===== config.mk =====
export PLATFORM = sky130hd
export DESIGN_NAME = sync_delay_search_ctrl
export DESIGN_NICKNAME = d
export VERILOG_FILES = /design/src/rtl/sync_delay_search_ctrl_pkg.sv /design/src/rtl/sync_delay_search_ctrl_sym_counter.sv /design/src/rtl/sync_delay_search_ctrl.sv
export SDC_FILE = /design/constraint.sdc
export NUM_CORES = 1
export LEC_CHECK = 0
export BUFFER_PORTS_ARGS = -buffer_cell sky130_fd_sc_hd__buf_4
export CAP_MARGIN = 5
export CORE_MARGIN = 2
export CORE_UTILIZATION = 51
export CTS_CLUSTER_SIZE = 28
export DETAILED_ROUTE_END_ITERATION = 10
export PLACE_DENSITY = 0.79
export SYNTH_ARGS = -nofsm -noshare
export SYNTH_HDL_FRONTEND = slang
export SYNTH_HIERARCHICAL = 1
export SYNTH_SLANG_ARGS = --single-unit

===== constraint.sdc =====
create_clock -name sys_clk -period 3.1 [get_ports sys_clk]
set_input_delay 0.31 -clock sys_clk [delete_from_list [all_inputs] [get_ports sys_clk]]
set_output_delay 0.31 -clock sys_clk [all_outputs]
set_load 0.005 [all_outputs]

===== src/rtl/sync_delay_search_ctrl_pkg.sv =====
// Shared types and constants for the receive sample-delay search controller.
package sync_delay_search_ctrl_pkg;
  localparam int ERR_W = 18;
  localparam logic signed [ERR_W-1:0] ERR_MAX = 18'sh1FFFF;

  typedef enum logic [2:0] {
    S_IDLE,
    S_SETTLE,
    S_ARM,
    S_MEASURE,
    S_COMPARE,
    S_LOCKED
  } state_t;
endpackage


===== src/rtl/sync_delay_search_ctrl_sym_counter.sv =====
// Symbol-enable counter with synchronous clear; tc flags the TERM-th qualified pulse.
module sync_delay_search_ctrl_sym_counter #(
  parameter int TERM = 32
) (
  input  logic sys_clk,
  input  logic reset,
  input  logic clr,
  input  logic en,
  output logic tc
);
  localparam int CNT_W = (TERM > 1) ? $clog2(TERM) : 1;

  logic [CNT_W-1:0] cnt;
  logic             at_term;

  assign at_term = (cnt == CNT_W'(TERM - 1));
  assign tc      = en && at_term;

  // Holds at the terminal value so a late-served tc can fire again on the next pulse.
  always_ff @(posedge sys_clk or posedge reset) begin
    if (reset) begin
      cnt <= '0;
    end else if (clr) begin
      cnt <= '0;
    end else if (en && !at_term) begin
      cnt <= cnt + 1'b1;
    end
  end
endmodule


===== src/rtl/sync_delay_search_ctrl.sv =====
// Sweeps delay_sel over all candidates, measures windowed squared error, locks the minimum.
// Optional `DELAY_RETRACK_EN: restart the search from LOCKED when the error degrades.
module sync_delay_search_ctrl
  import sync_delay_search_ctrl_pkg::*;
#(
  parameter int NUM_DELAYS   = 16,
  parameter int DLY_W        = 4,
  parameter int SETTLE_SYMS  = 32,
  parameter int TIMEOUT_SYMS = 4096
) (
  input  logic                    sys_clk,
  input  logic                    reset,
  input  logic                    sym_clk_en,
  input  logic                    start,
  input  logic                    cycle_periodic,
  input  logic signed [ERR_W-1:0] acc_err_sq,
  output logic [DLY_W-1:0]        delay_sel,
  output logic [DLY_W-1:0]        best_delay,
  output logic signed [ERR_W-1:0] best_err,
  output logic                    busy,
  output logic                    done,
  output logic                    timeout
);

  function automatic logic signed [ERR_W-1:0] sat_err(input logic signed [ERR_W-1:0] e);
    return e[ERR_W-1] ? ERR_MAX : e;
  endfunction

  state_t                  state;
  logic                    settle_clr, settle_en, settle_tc;
  logic                    to_clr, to_en, to_tc;
  logic                    meas_win, to_expire, cap_load;
  logic signed [ERR_W-1:0] cap_err, cap_val;
  logic                    better, last_cand, retrack;

  assign settle_en  = sym_clk_en && (state == S_SETTLE);
  assign settle_clr = (state != S_SETTLE);
  assign to_en      = sym_clk_en && ((state == S_ARM) || (state == S_MEASURE));
  assign to_clr     = !((state == S_ARM) || (state == S_MEASURE));

  sync_delay_search_ctrl_sym_counter #(.TERM(SETTLE_SYMS)) u_settle_cnt (
    .sys_clk (sys_clk),
    .reset   (reset),
    .clr     (settle_clr),
    .en      (settle_en),
    .tc      (settle_tc)
  );

  sync_delay_search_ctrl_sym_counter #(.TERM(TIMEOUT_SYMS)) u_timeout_cnt (
    .sys_clk (sys_clk),
    .reset   (reset),
    .clr     (to_clr),
    .en      (to_en),
    .tc      (to_tc)
  );

  // A window end always beats a coincident timeout terminal count.
  assign meas_win  = (state == S_MEASURE) && cycle_periodic;
  assign to_expire = !to_clr && to_tc && !cycle_periodic;
  assign cap_load  = meas_win || to_expire;
  assign cap_val   = meas_win ? sat_err(acc_err_sq) : ERR_MAX;

  // Capture stage: data register, loaded only when a measurement completes.
  always_ff @(posedge sys_clk) begin
    if (cap_load) begin
      cap_err <= cap_val;
    end
  end

  assign better    = (cap_err < best_err);
  assign last_cand = (delay_sel == DLY_W'(NUM_DELAYS - 1));

`ifdef DELAY_RETRACK_EN
  function automatic logic signed [ERR_W-1:0] dbl_sat(input logic signed [ERR_W-1:0] e);
    return (e[ERR_W-1:ERR_W-2] != 2'b00) ? ERR_MAX : {e[ERR_W-2:0], 1'b0};
  endfunction

  logic win_par;

  always_ff @(posedge sys_clk or posedge reset) begin
    if (reset) begin
      win_par <= 1'b0;
    end else if (state != S_LOCKED) begin
      win_par <= 1'b0;
    end else if (cycle_periodic) begin
      win_par <= ~win_par;
    end
  end

  assign retrack = (state == S_LOCKED) && cycle_periodic && win_par &&
                   (sat_err(acc_err_sq) > dbl_sat(best_err));
`else
  assign retrack = 1'b0;
`endif

  always_ff @(posedge sys_clk or posedge reset) begin
    if (reset) begin
      state      <= S_IDLE;
      delay_sel  <= '0;
      best_delay <= '0;
      best_err   <= ERR_MAX;
      busy       <= 1'b0;
      done       <= 1'b0;
      timeout    <= 1'b0;
    end else begin
      done <= 1'b0;
      case (state)
        S_IDLE, S_LOCKED: begin
          if (start || retrack) begin
            state      <= S_SETTLE;
            delay_sel  <= '0;
            best_delay <= '0;
            best_err   <= ERR_MAX;
            timeout    <= 1'b0;
            busy       <= 1'b1;
          end
        end
        S_SETTLE: begin
          if (settle_tc) state <= S_ARM;
        end
        S_ARM: begin
          if (cycle_periodic) begin
            state <= S_MEASURE;
          end else if (to_tc) begin
            timeout <= 1'b1;
            state   <= S_COMPARE;
          end
        end
        S_MEASURE: begin
          if (cycle_periodic) begin
            state <= S_COMPARE;
          end else if (to_tc) begin
            timeout <= 1'b1;
            state   <= S_COMPARE;
          end
        end
        S_COMPARE: begin
          if (better) begin
            best_err   <= cap_err;
            best_delay <= delay_sel;
          end
          if (last_cand) begin
            state     <= S_LOCKED;
            delay_sel <= better ? delay_sel : best_delay;
            done      <= 1'b1;
            busy      <= 1'b0;
          end else begin
            delay_sel <= delay_sel + 1'b1;
            state     <= S_SETTLE;
          end
        end
        default: state <= S_IDLE;
      endcase
    end
  end
endmodule


==> summary.md, run 1 <==
| Metric | Value |
|---|---|
| Pwr per Cell Area | 747 mW/mm² |
| Number of H-tree levels | 3 |
| Via count of the first global-routing pass | 2,540 |
| Detailed-route wire length per cell | 15.3 µm |
| Count of final hold-check violations | 0 |
| Post-synthesis instance area | 0.00346 mm² |
| Post-layout utilization of the core | 0.619 |
| Count of final max-slew check failures | 0 |
| Launching element of the worst setup path | best_err[9]$_DFFE_PP1P_ |
| Synthesized area per cell | 10.7 µm² |
| Sinks on the clock net | 65 |
| Fraction of synthesis flops using an asynchronous set or reset pin | 0.738 |
| Number of placement rows | 30 |
| Worst ir drop on vdd | 0.000449 V |
| Clock insertion delay at the later pin of the skew report | 0.34 ns |
| First-pass GRT wire length | 11.7 mm |
| Port Buffer Count | 50 |
| Leakage power | 0.00182 µW |
| Instance count on the critical path | 9 |
| Iter 0 DRT Violations | 114 |
| Critical path type | flip-flop to flip-flop |
| Antenna Diode Count | 0 |
| Classification of the worst-slack hold path | input pin to flip-flop |
| Family with the most delay on the worst path | compound AO/OA/AOI/OAI gates |
| Number of synthesis warnings | 6 |
| Number of antenna violations at the first check in global routing | 0 |
| MaxCap Viol Count | 0 |
| Final worst clock skew | 0.0101 ns |
| RSZ-0062 raised after global routing | false |
| Final worst path period need | 2.57 ns |
| Vias | 2,587 |
| Layout area overhead | 19.5% |
| Maximum number of pins on one net before global-route repair | 24 |
| Crit Path Max Fanout | 21 |
| Largest area contributor in the synthesized netlist | dfrtp_1 |
| Share of Yosys cell area claimed by the top area cell type | 0.224 |
| I/O pins | 52 |
| Final global-route overflow total | 0 |
| Transition time at the pin with the least slew margin | 0.903 ns |
| Most common library cells after synthesis | 34 x inv_1, 31 x dfrtp_1, 25 x nor2_1 |
| Critical path's slowest cell | dfstp_2 |
| Routed WL | 7.15 mm |
| Number of cells on the worst reg-to-reg path | 9 |
| Average via count per standard cell | 5.54 |
| Share of final-layout standard cells stronger than drive strength 1 | 0.279 |
| Global placement routability congestion | 0.860 |
| Nets | 425 |
| Final count of negative-setup-slack endpoints | 0 |
| Data required time of the critical path | 3.38 ns |
| Height of the chip | 86.3 µm |
| Fin crit share | 0.830 |
| GR Util All Layers | 0.202 |
| Count of different cell masters after synthesis | 59 |
| Clk buf depth | 2 |
| Starting density of the core | 0.518 |
| Number of buffers inserted during clock tree synthesis | 9 |
| Synthesized Nets | 366 |
| Combined buffer and inverter count along the critical path | 2 |
| Placeable core region | 0.00668 mm² |
| Half-perimeter wire length of the detailed placement result | 5.14 mm |
| Number of enable-type register cells in the synthesized netlist | 17 |
| Root buf cell | clkbuf_8 |
| CTS tree | done |
| Hold Path Cell Cnt | 2 |
| Setup TNS Final | 0 ns |
| Die Width | 86.3 µm |
| Count of nets left with antenna violations after detail routing | 0 |
| Worst flop-to-flop path startpoint | best_err[9]$_DFFE_PP1P_ |
| Register-to-register setup slack | 0.53 ns |
| Gate count after technology mapping | 323 |
| Flip-flop and latch count after synthesis | 65 |
| Most numerous cell in the Yosys netlist | inv_1 |
| Total Die Area | 0.00746 mm² |
| Top flip-flop cell by instance count after synthesis | dfrtp_1 |
| Type of element capturing the critical path | flip-flop |
| Share of synthesized area occupied by flip-flops and latches | 0.501 |
| DR DRC count | 0 |
| Ordered list of cells on the worst path | inv_1, ha_1, a21oi_1, o21ai_1, a221o_1, a311o_1, a21oi_2, buf_4, o22a_1 |
| CP endpoint | best_err[8]$_DFFE_PP1P_ |
| Largest stage delay on the critical path | 0.56 ns |
| Reg2reg end | best_err[8]$_DFFE_PP1P_ |
| Startpoint type of the worst setup path | flip-flop |
| Max Clk Rate | 389 MHz |
| First-pass iteration count of the detailed router | 4 |
| Outcome | finished, final reports clean |
| Worst rel slew slack | 0.398 |
| Clk pin slew, worst setup/hold paths | 0.08 ns |
| Synth top area cells | dfrtp_1 22%, edfxtp_1 15%, dfstp_2 13% |
| Worst path arrival time | 2.85 ns |
==> logic make-up after synthesis <==
group / synth area share
flops: 0.501
simple gates: 0.174
mux: 0.0340
compound gates: 0.154
other cells: 0.00108
xor+xnor: 0.00760
fa+ha+maj: 0.0724
buf+inv: 0.0561
==> where the power goes <==
| group | internal (µW) | switching (µW) | total (µW) |
|---|---|---|---|
| logic | 528 | 443 | 971 |
| registers | 1170 | 203 | 1380 |
| clock network | 394 | 345 | 739 |
| total | 2100 | 991 | 3090 |
==> through the flow <==
stage                     setup slack (ns)  hold slack (ns)  instances  total power [µW]  cell area (µm²)
after global routing                 0.383            0.201        467              3290             4130
after global placement               0.633            0.245        450              2300             3920
after detailed placement             0.551            0.242        450              2360             3920
after CTS                            0.525            0.211        467              3110             4130
after floorplan                      0.193           0.0885        323              1910             3460
final                                0.526            0.223        467              3090             4130
==> cell usage in the layout (no fill, tap or decap), drive strengths merged, types with 4 or more instances in the layout <==
cell type / netlist / layout
nor3: 11 / 11
a21oi: 16 / 16
nand2: 20 / 20
nor2: 26 / 26
nor4: 4 / 4
nand2b: 19 / 19
o21ai: 9 / 9
o22ai: 5 / 5
dfrtp: 31 / 31
mux2i: 8 / 8
edfxtp: 17 / 17
a31oi: 5 / 5
clkbuf: 3 / 10
nand3: 13 / 13
ha: 20 / 20
o22a: 17 / 17
buf: 7 / 57
dfstp: 17 / 17
inv: 34 / 35
==> flip-flops by register name, indices dropped and copies added (netlist names) <==
| register | flops |
|---|---|
| cap_err | 17 |
| best_err | 17 |
| delay_sel | 4 |
| u_timeout_cnt/cnt | 12 |
| state | 3 |
| timeout | 1 |
| busy | 1 |
| u_settle_cnt/cnt | 5 |
| best_delay | 4 |
| done | 1 |
==> worst min path at each step <==
stage,start,to
6_report,acc_err_sq[12],cap_err[12]$_SDFFCE_PP1P_
5_1_grt,acc_err_sq[2],cap_err[2]$_SDFFCE_PP1P_
4_1_cts,acc_err_sq[8],cap_err[8]$_SDFFCE_PP1P_
3_3_place_gp,reset,u_settle_cnt/cnt[2]$_DFFE_PP0P_
3_5_place_dp,reset,u_settle_cnt/cnt[4]$_DFFE_PP0P_
2_1_floorplan,reset,u_settle_cnt/cnt[0]$_DFFE_PP0P_
==> timing repair <==
| action | CTS | global route |
|---|---|---|
| resized for setup | 0 | 0 |
| hold buffers | 1 | 0 |
| setup buffers | 0 | 0 |
| hold endpoints to repair | 5 | 0 |
==> metal layers <==
metal | track usage | part of all wire
met5 | 0 | 0
met4 | 0.0852 | 0.017
met3 | 0.0457 | 0.038
met2 | 0.320 | 0.49
met1 | 0.267 | 0.46
==> area by class of cell <==
type / count / area (µm²)
clock buffers: 10 / 138
multi-input cells: 214 / 1530
well taps: 80 / 100
inverters: 34 / 128
clock inverters: 6 / 66.3
repair buffers: 58 / 438
flip-flops and latches: 65 / 1730
fillers: 553 / 2550
==> worst register-to-register path, delay by kind of cell, from the launching register on <==
family,cells,cell delay (ns)
buf+inv,2,0.32
fa+ha+maj,1,0.31
flops,1,0.56
compound gates,6,1.33
(Power assumes the default switching activity.)
==> run 2: changes to the inputs <==
- clock period: 3.1 -> 2.3 ns (I/O delays scaled with it)
==> run 2 against run 1 <==
The flow now finishes with violations (negative setup slack). Maximum frequency increased by 7.8%. Combinational power increased by 91%. Clock power rose by 50%. Routed wire length increased by 12%. Global-route usage rose by 1.8 points. Sequential power up 33%. Non-clock buffer count up 22. Critical endpoint is now best_err[3]$_DFFE_PP1P_. Largest cell class is now multi-input combinational cells. Largest power group is now combinational cells. Highest routed layer unchanged.
==> summary.md, run 2 (synthesis results as in run 1) <==
| Metric | Value |
|---|---|
| Startpoint type of the worst setup path | flip-flop (unchanged) |
| Most common cell after layout, fill and taps aside | buf_4 (unchanged) |
| Half-perimeter wire length of the detailed placement result | 5.16 mm (was 5.14 mm) |
| Final worst path period need | 2.39 ns (was 2.57 ns) |
| CTS tree | done (unchanged) |
| Height of the chip | 86.3 µm (unchanged) |
| Clock insertion delay at the later pin of the skew report | 0.35 ns (was 0.34 ns) |
| Placeable core region | 0.00668 mm² (unchanged) |
| Pwr per Cell Area | 1050 mW/mm² (was 747 mW/mm²) |
| Post-layout utilization of the core | 0.687 (was 0.619) |
| Port Buffer Count | 50 (unchanged) |
| Layout area overhead | 32.7% (was 19.5%) |
| Setup Slack @ Placement | -0.0468 ns (was 0.551 ns) |
| Leading cell types in the layout, fill and taps excluded | 75 x buf_4, 31 x dfrtp_1, 28 x inv_1, 22 x nor2_1 (was 57 x buf_4, 34 x inv_1, 31 x dfrtp_1, 25 x nor2_1) |
| Minimum setup slack in the final design | -0.0863 ns (was 0.526 ns) |
| Max Clk Rate | 419 MHz (was 389 MHz) |
| Final global-route overflow total | 0 (unchanged) |
| Sinks on the clock net | 65 (unchanged) |
| Via count of the first global-routing pass | 2,715 (was 2,540) |
| Leakage power | 0.00196 µW (was 0.00182 µW) |
| Critical path type | flip-flop to flip-flop (unchanged) |
| Starting density of the core | 0.518 (unchanged) |
| Final count of negative-setup-slack endpoints | 22 (was 0) |
| Failing checks | negative setup slack |
| Count of final max-slew check failures | 0 (unchanged) |
| Final non-filler cell total | 491 (was 467) |
| Tightest hold margin | 0.137 ns (was 0.223 ns) |
| Detailed-route wire length per cell | 16.3 µm (was 15.3 µm) |
| Transition time at the pin with the least slew margin | 0.855 ns (was 0.903 ns) |
| DR DRC count | 0 (unchanged) |
| Routed WL | 7.98 mm (was 7.15 mm) |
| Crit Path Max Fanout | 6 (was 21) |
| RSZ-0062 raised after global routing | true (was false) |
| Worst ir drop on vdd | 0.000587 V (was 0.000449 V) |
| Share of final-layout standard cells stronger than drive strength 1 | 0.394 (was 0.279) |
| Outcome | finished with violations (was finished, final reports clean) |
| Final worst clock skew | 0.0115 ns (was 0.0101 ns) |
| Number of H-tree levels | 3 (unchanged) |
| Maximum number of pins on one net before global-route repair | 22 (was 24) |
| Count of final hold-check violations | 0 (unchanged) |
| Final Power | 4800 µW (was 3090 µW) |
| Fin crit share | 1.04 (was 0.830) |
| First-pass iteration count of the detailed router | 6 (was 4) |
| Number of antenna violations at the first check in global routing | 0 (unchanged) |
| Total Die Area | 0.00746 mm² (unchanged) |
| Number of buffers inserted during clock tree synthesis | 9 (unchanged) |
| Data required time of the critical path | 2.59 ns (was 3.38 ns) |
| Vias | 2,777 (was 2,587) |
| MaxCap Viol Count | 0 (unchanged) |
| Iter 0 DRT Violations | 101 (was 114) |
| GR Util All Layers | 0.220 (was 0.202) |
| Largest registers | best_err x17, cap_err x17, u_timeout_cnt/cnt x12 (unchanged) |
| First-pass GRT wire length | 12.8 mm (was 11.7 mm) |
| Die Width | 86.3 µm (unchanged) |
| Clk buf depth | 2 (unchanged) |
| Global placement routability congestion | 0.816 (was 0.860) |
| Number of placement rows | 30 (unchanged) |
| Worst path arrival time | 2.67 ns (was 2.85 ns) |
| Classification of the worst-slack hold path | input pin to flip-flop (unchanged) |
| I/O pins | 52 (unchanged) |
| Average via count per standard cell | 5.66 (was 5.54) |
| Type of element capturing the critical path | flip-flop (unchanged) |
| Antenna Diode Count | 0 (unchanged) |
| Cell count after placement | 463 (was 450) |
| Root buf cell | clkbuf_8 (unchanged) |
| Worst rel slew slack | 0.429 (was 0.398) |
| Count of nets left with antenna violations after detail routing | 0 (unchanged) |
| Nets | 449 (was 425) |
| Clk pin slew, worst setup/hold paths | 0.08 ns (about the same) |
-- run 2: per-layer routing --
layer,vias up,track usage,share of wire
met1,1364,0.282,0.42
met4,0,0.101,0.029
met3,18,0.0429,0.042
li1,1326,-,-
met2,69,0.362,0.51
met5,-,0,0
-- run 2: critical path, cell delays in order, from the launching register on --
cell and delay [ns]:
dfstp_2 0.53, inv_1 0.06, ha_4 0.21, a21oi_2 0.13
o21ai_1 0.08, a221o_1 0.36, a311o_1 0.35, a21oi_2 0.19
buf_4 0.15, buf_6 0.12, o22a_1 0.14
-- run 2: final timing paths --
path	from	end	slack [ns]	cells after the start
max in group asynchronous	reset	best_err[1]$_DFFE_PP1P_	0.94	4
min in group asynchronous	reset	u_settle_cnt/cnt[4]$_DFFE_PP0P_	0.36	3
setup reg to reg	best_err[7]$_DFFE_PP1P_	best_err[3]$_DFFE_PP1P_	-0.09	10
hold reg to reg	cap_err[0]$_SDFFCE_PP1P_	best_err[0]$_DFFE_PP1P_	0.50	1
hold / removal	acc_err_sq[11]	cap_err[11]$_SDFFCE_PP1P_	0.14	2
setup / recovery	best_err[7]$_DFFE_PP1P_	best_err[3]$_DFFE_PP1P_	-0.09	10
-- run 2: cell type report --
class	count	area [µm²]
fillers	488	2090
multi-input cells	216	1780
flip-flops and latches	65	1730
repair buffers	80	627
inverters	34	128
clock buffers	9	124
clock inverters	7	101
well taps	80	100
-- run 2: power by group --
part	internal [µW]	total [µW]	switching, µW
combinational	1030	1850	819
clock	619	1110	491
sequential	1580	1840	261
total	3230	4800	1570
-- run 2: through the flow --
stage	TNS, ns	area [µm²]
after floorplan	0	3480
after global routing	-2.84	4590
final	-1.13	4590
after global placement	0	4050
after detailed placement	-0.695	4050
after CTS	-0.262	4470
-- run 2: repair_timing --
action                     CTS  global route
buffers inserted             5             3
gates resized for setup     21            17
setup endpoints to repair   24            24
pin swaps                    5            10
hold endpoints to repair    17             0
hold buffers                 1             0
gates cloned                 2             1
